===== src/rtl/antisat_pkg.sv =====
// Shared types and constants for the Anti-SAT key loader.
// The optional checksum beat is enabled with ANTISAT_KEY_CHK_EN.
package antisat_pkg;

    typedef enum logic [1:0] {
        IDLE  = 2'd0,
        LOAD  = 2'd1,
        ARMED = 2'd2,
        ERROR = 2'd3
    } ks_state_t;

    localparam logic [1:0] ERR_NONE  = 2'd0;
    localparam logic [1:0] ERR_FRAME = 2'd1;
    localparam logic [1:0] ERR_CHK   = 2'd2;
    localparam logic [1:0] ERR_TMO   = 2'd3;

    localparam int DEF_KEY_W   = 40;
    localparam int DEF_CHUNK_W = 8;

endpackage


===== src/rtl/antisat_key_chk.sv =====
// XOR accumulator over key chunks; match compares the running XOR
// against a presented checksum beat. Used only with ANTISAT_KEY_CHK_EN.
module antisat_key_chk #(
    parameter int CHUNK_W = 8
) (
    input  logic               clk,
    input  logic               rst_n,
    input  logic               clr,
    input  logic               acc_en,
    input  logic [CHUNK_W-1:0] din,
    input  logic [CHUNK_W-1:0] cmp_data,
    output logic               match
);

    logic [CHUNK_W-1:0] acc_q;
    logic [CHUNK_W-1:0] acc_d;

    // Next accumulator value: clear has priority over accumulate.
    always_comb begin
        acc_d = acc_q;
        if (clr) begin
            acc_d = '0;
        end else if (acc_en) begin
            acc_d = acc_q ^ din;
        end else begin
            acc_d = acc_q;
        end
    end

    // Accumulator register.
    always_ff @(posedge clk or negedge rst_n) begin
        if (!rst_n) begin
            acc_q <= '0;
        end else begin
            acc_q <= acc_d;
        end
    end

    assign match = (acc_q == cmp_data);

endmodule


===== src/rtl/antisat_key_loader.sv =====
// Chunked key-store loader that commits the Anti-SAT key atomically.
// Define ANTISAT_KEY_CHK_EN to require a trailing XOR checksum beat.
module antisat_key_loader
    import antisat_pkg::*;
#(
    parameter int KEY_W   = DEF_KEY_W,
    parameter int CHUNK_W = DEF_CHUNK_W,
    parameter int TIMEOUT = 255
) (
    input  logic               clk,
    input  logic               rst_n,
    input  logic               load_req,
    input  logic               key_valid,
    output logic               key_ready,
    input  logic [CHUNK_W-1:0] key_data,
    input  logic               key_last,
    output logic [KEY_W-1:0]   key_out,
    output logic               armed,
    output logic               busy,
    output logic               err,
    output logic [1:0]         err_code
);

    localparam int BEATS = KEY_W / CHUNK_W;
`ifdef ANTISAT_KEY_CHK_EN
    localparam int LAST_BEAT = BEATS;
`else
    localparam int LAST_BEAT = BEATS - 1;
`endif
    localparam int CNT_W = $clog2(BEATS + 2);

    ks_state_t          state_q, state_d;
    logic [KEY_W-1:0]   shadow_q, shadow_d;
    logic [KEY_W-1:0]   key_out_q, key_out_d;
    logic [CNT_W-1:0]   beat_q, beat_d;
    logic [15:0]        idle_q, idle_d;
    logic [1:0]         err_code_q, err_code_d;
    logic               key_ready_q, key_ready_d;
    logic               busy_q, busy_d;
    logic               armed_q, armed_d;
    logic               err_q, err_d;
    logic               accept_s;
    logic               final_s;

    assign accept_s = key_valid & key_ready_q;
    assign final_s  = (beat_q == CNT_W'(LAST_BEAT));

`ifdef ANTISAT_KEY_CHK_EN
    logic chk_ok_s;
    logic chk_acc_s;

    assign chk_acc_s = accept_s & ~load_req & (int'(beat_q) < BEATS);

    antisat_key_chk #(.CHUNK_W(CHUNK_W)) u_chk (
        .clk      (clk),
        .rst_n    (rst_n),
        .clr      (load_req),
        .acc_en   (chk_acc_s),
        .din      (key_data),
        .cmp_data (key_data),
        .match    (chk_ok_s)
    );
`endif

    // Next-state, shadow assembly, commit and error classification.
    always_comb begin
        state_d    = state_q;
        shadow_d   = shadow_q;
        key_out_d  = key_out_q;
        beat_d     = beat_q;
        idle_d     = idle_q;
        err_code_d = err_code_q;
        case (state_q)
            IDLE, ARMED, ERROR: begin
                if (load_req) begin
                    state_d    = LOAD;
                    shadow_d   = '0;
                    key_out_d  = '0;
                    beat_d     = '0;
                    idle_d     = 16'd0;
                    err_code_d = ERR_NONE;
                end else begin
                    state_d = state_q;
                end
            end
            LOAD: begin
                if (load_req) begin
                    // Restart: any beat offered in this cycle is dropped.
                    shadow_d = '0;
                    beat_d   = '0;
                    idle_d   = 16'd0;
                end else if (accept_s) begin
                    idle_d = 16'd0;
                    beat_d = beat_q + CNT_W'(1);
                    if (int'(beat_q) < BEATS) begin
                        shadow_d[int'(beat_q)*CHUNK_W +: CHUNK_W] = key_data;
                    end else begin
                        shadow_d = shadow_q;
                    end
                    if (key_last != final_s) begin
                        state_d    = ERROR;
                        key_out_d  = '0;
                        err_code_d = ERR_FRAME;
`ifdef ANTISAT_KEY_CHK_EN
                    end else if (final_s && !chk_ok_s) begin
                        state_d    = ERROR;
                        key_out_d  = '0;
                        err_code_d = ERR_CHK;
`endif
                    end else if (final_s) begin
                        state_d   = ARMED;
                        key_out_d = shadow_d;
                    end else begin
                        state_d = LOAD;
                    end
                end else if (idle_q >= 16'(TIMEOUT - 1)) begin
                    state_d    = ERROR;
                    key_out_d  = '0;
                    err_code_d = ERR_TMO;
                end else begin
                    idle_d = idle_q + 16'd1;
                end
            end
            default: begin
                state_d   = IDLE;
                key_out_d = '0;
            end
        endcase
        key_ready_d = (state_d == LOAD);
        busy_d      = (state_d == LOAD);
        armed_d     = (state_d == ARMED);
        err_d       = (state_d == ERROR);
    end

    // State and output registers.
    always_ff @(posedge clk or negedge rst_n) begin
        if (!rst_n) begin
            state_q     <= IDLE;
            shadow_q    <= '0;
            key_out_q   <= '0;
            beat_q      <= '0;
            idle_q      <= 16'd0;
            err_code_q  <= ERR_NONE;
            key_ready_q <= 1'b0;
            busy_q      <= 1'b0;
            armed_q     <= 1'b0;
            err_q       <= 1'b0;
        end else begin
            state_q     <= state_d;
            shadow_q    <= shadow_d;
            key_out_q   <= key_out_d;
            beat_q      <= beat_d;
            idle_q      <= idle_d;
            err_code_q  <= err_code_d;
            key_ready_q <= key_ready_d;
            busy_q      <= busy_d;
            armed_q     <= armed_d;
            err_q       <= err_d;
        end
    end

    assign key_ready = key_ready_q;
    assign key_out   = key_out_q;
    assign armed     = armed_q;
    assign busy      = busy_q;
    assign err       = err_q;
    assign err_code  = err_code_q;

endmodule

===== config.mk =====
export PLATFORM = sky130hd
export DESIGN_NAME = antisat_key_loader
export DESIGN_NICKNAME = d
export VERILOG_FILES = /design/src/rtl/antisat_pkg.sv /design/src/rtl/antisat_key_chk.sv /design/src/rtl/antisat_key_loader.sv
export SDC_FILE = /design/constraint.sdc
export NUM_CORES = 1
export LEC_CHECK = 0
export ABC_AREA = 1
export CAP_MARGIN = 10
export CORE_MARGIN = 10
export CORE_UTILIZATION = 42
export CTS_CLUSTER_DIAMETER = 30
export DETAILED_ROUTE_END_ITERATION = 8
export PLACE_DENSITY = 0.73
export REMOVE_ABC_BUFFERS = 1
export SLEW_MARGIN = 20
export SYNTH_ARGS = -nofsm -noshare
export SYNTH_HDL_FRONTEND = slang
export SYNTH_HIERARCHICAL = 1
export SYNTH_SLANG_ARGS = --single-unit

===== constraint.sdc =====
create_clock -name clk -period 2.9 [get_ports clk]
set_input_delay 0.58 -clock clk [delete_from_list [all_inputs] [get_ports clk]]
set_output_delay 0.58 -clock clk [all_outputs]
set_load 0.01 [all_outputs]

==> impl_metrics.csv, run 1 <==
group,metric,value,unit
route,drtIter0Drc,461,
sta,hold_viol_final,0,
synthesis,synth_area,5360,µm²
critical_path,crit_path_end,"key_out[16]$_DFFE_PN0P_",
global_routing,grt_pass1_vias,4500,
floorplanning,die_h,133,µm
route,drtPass1Iterations,8,
job,drv_cap,0,
floorplanning,io_pins,59,
critical_path,r2r_start,"beat_q[0]$_DFFE_PN0P_",
global_routing,gr-total-overflow,0,
sta,max_freq,393,MHz
sta,rsz0062_at_grt,"no",
critical_path,cp-start-kind,"register",
critical_path,critical_path_required,3.14,ns
sta,finalCritPeriodShare,87.7,%
clock_network,cts.sinks,106,
critical_path,r2r_slack,0.36,ns
global_routing,grt_max_degree,62,
synthesis,synth.area.top_cells,"dfrtp_1, nand2_1, nand4_1",
sta,whs,0.326,ns
status,outcome,"finished, final reports clean",
clock_network,cts_max_path_buffers,2,
route,drc,0,
floorplanning,core_area,12600,µm²
min_path,hp-class,"in -> async",
floorplanning,dieArea,17700,µm²
sta,skew,0.00983,ns
sta,tns,0,ns
sta,setup_violations,0,
floorplanning,rows,41,
placement,dp_hpwl,8820,µm
power,pwr_density_cell,546,nW/µm²
route,ant_nets,0,
synthesis,synth_edf_count,0,
synthesis,synthCells,691,
global_routing,antenna_found_initial,0,
critical_path,cp-startpoint,"beat_q[0]$_DFFE_PN0P_",
critical_path,arrival,2.78,ns
clock_network,clockRootBuffer,"clkbuf_16",
floorplanning,die_width,133,µm
synthesis,ys_types,25,
synthesis,ys.warnings.count,6,
synthesis,synth_top_cell_area_share,49.5,%
clock_network,cts_buffers,9,
clock_network,path_clk_slew,0.07,ns
sta,period_needed,2.54,ns
critical_path,path_class,"reg -> reg",
clock_network,cts-resized-gates,0,
synthesis,synthArstFlopShare,100,%
sta,worst_pin_slew,0.815,ns
route,wl,13000,µm
floorplanning,floorplan.initialDensity,42.6,%
critical_path,cp_max_fo,9,
clock_network,clock_latency,0.35,ns
placement,globalplace.congestion,0.894,
power,leakage,0.00329,µW
final_layout,postLayoutCoreUtil,50.7,%
final_layout,diodes,0,
synthesis,synthMuxAreaShare,0,%
global_routing,track_usage,15.2,%
route,num_vias,4630,
synthesis,synthXorXnorAreaFrac,0,%
final_layout,area_delta_synth_final,19.0,%
synthesis,synthAdderAreaFrac,2.10,%
clock_network,cts_tree,"built",
synthesis,synth.most_common_cell,"nand2_1",
power,vdd_ir_drop_max,0.257,mV
final_layout,nets,760,
synthesis,synth_ff_type,"dfrtp_1",
synthesis,synth_compound_area_share,3.83,%
clock_network,cts-hold-fix-buffers,0,
final_layout,drive_gt1_share,7.00,%
critical_path,r2r_end,"key_out[16]$_DFFE_PN0P_",
synthesis,synth_commonest_cells,"nand2_1, dfrtp_1, nand4_1",
synthesis,ys_ff_latch,106,
synthesis,synth_top_family_by_area,"simple AND/OR/NAND/NOR gates",
global_routing,grt_pass1_wl,22700,µm
synthesis,syn_area_per_cell,7.75,µm²
clock_network,cts_max_level,3,
clock_network,cts_setup_buffers,0,
placement,portBuffers,58,
sta,timing.slew.headroom,45.6,%
route,vias_per_cell,5.06,
critical_path,crit_path_end_kind,"register",
synthesis,yosysSeqAreaShare,49.5,%
synthesis,synthSimpleGateAreaFrac,38.3,%
sta,slew_viol_final,0,
critical_path,rr_worst_depth,10,
route,wl_per_cell,14.2,µm
synthesis,yosysTopAreaCell,"dfrtp_1",
## report_power, final
group	switching (µW)	internal, µW
Combinational	490	198
Clock	550	695
Sequential	27.2	1520
## layout by cell type (no fill, tap or decap), types with 2 or more instances in the layout
cell type and instances:
nor2_4 2, clkbuf_16 9, dfrtp_1 106, o21ai_0 6, nand2_2 7, inv_1 32, nand2_1 313, nand3b_1 7
clkbuf_1 2, clkdlybuf4s50_1 57, a22o_1 10, buf_4 11, ha_1 9, nor2_1 53, nor2_2 5, nand4_1 62
a21oi_1 11, nand3_1 17, nand3_2 3, inv_2 6, nor3_1 2, buf_12 2, o21ai_1 2
## sequential cells by signal (all words and copies together) (netlist names)
name,flops
idle_q,16
busy,1
beat_q,3
state_q,2
armed,1
key_out,40
err_code,2
shadow_q,40
err,1
## metrics by stage
stage          instances  total power, µW  setup slack [ns]  instance area (µm²)
2_1_floorplan        657             1980            -0.183                 5170
3_3_place_gp         899             2260             0.479                 6080
3_5_place_dp         899             2260             0.391                 6080
4_1_cts              915             3500             0.362                 6380
5_1_grt              915             3660            0.0459                 6380
6_report             915             3480             0.358                 6380
## how the worst min path moves through the flow
stage	startpoint	endpoint	slack (ns)
after floorplan	rst_n	armed$_DFF_PN0_	0.28
after global placement	shadow_q[32]$_DFFE_PN0P_	shadow_q[32]$_DFFE_PN0P_	0.46
after detailed placement	key_out[39]$_DFFE_PN0P_	key_out[39]$_DFFE_PN0P_	0.46
after CTS	rst_n	key_out[28]$_DFFE_PN0P_	0.35
after global routing	rst_n	key_out[25]$_DFFE_PN0P_	0.38
final	rst_n	key_out[25]$_DFFE_PN0P_	0.33
## worst max-delay path: stages, from the launching register on
cell	delay, ns
dfrtp_1	0.35
clkinv_1	0.20
ha_1	0.32
ha_1	0.52
nand2_2	0.13
nor2_2	0.33
nand3_2	0.24
nand2_1	0.13
nand2_1	0.08
nand4_1	0.08
nand2_1	0.05
## cells by family after synthesis
logic type / Yosys count
adder cells (fa/ha/maj): 9
AND/OR/NAND/NOR: 472
buffers and inverters: 73
AO/OA/AOI/OAI: 31
flip-flops: 106
## area by class of cell
cell class | instances | area, µm²
Fill cell | 1209 | 6190
Sequential cell | 106 | 2650
Multi-Input combinational cell | 512 | 2370
Timing Repair Buffer | 70 | 693
Clock buffer | 12 | 246
Tap cell | 172 | 215
Inverter | 39 | 146
Clock inverter | 4 | 51.3
## per-layer routing
| metal | vias up | routed length (µm) | track usage, % |
|---|---|---|---|
| met4 | 0 | 270 | 5.56 |
| met3 | 20 | 748 | 3.90 |
| met2 | 99 | 5740 | 22.6 |
| met1 | 2184 | 6260 | 20.8 |
| li1 | 2327 | - | - |
| met5 | - | 0 | 0 |
Note: power is estimated with default switching activity, not from simulation.
==> run 2: changes to the inputs <==
Settings changed: CAP_MARGIN 10 to unset, TNS_END_PERCENT set to 10.
==> results of run 2 <==
No change in the layout: final DEF, timing and power equal those of run 1.
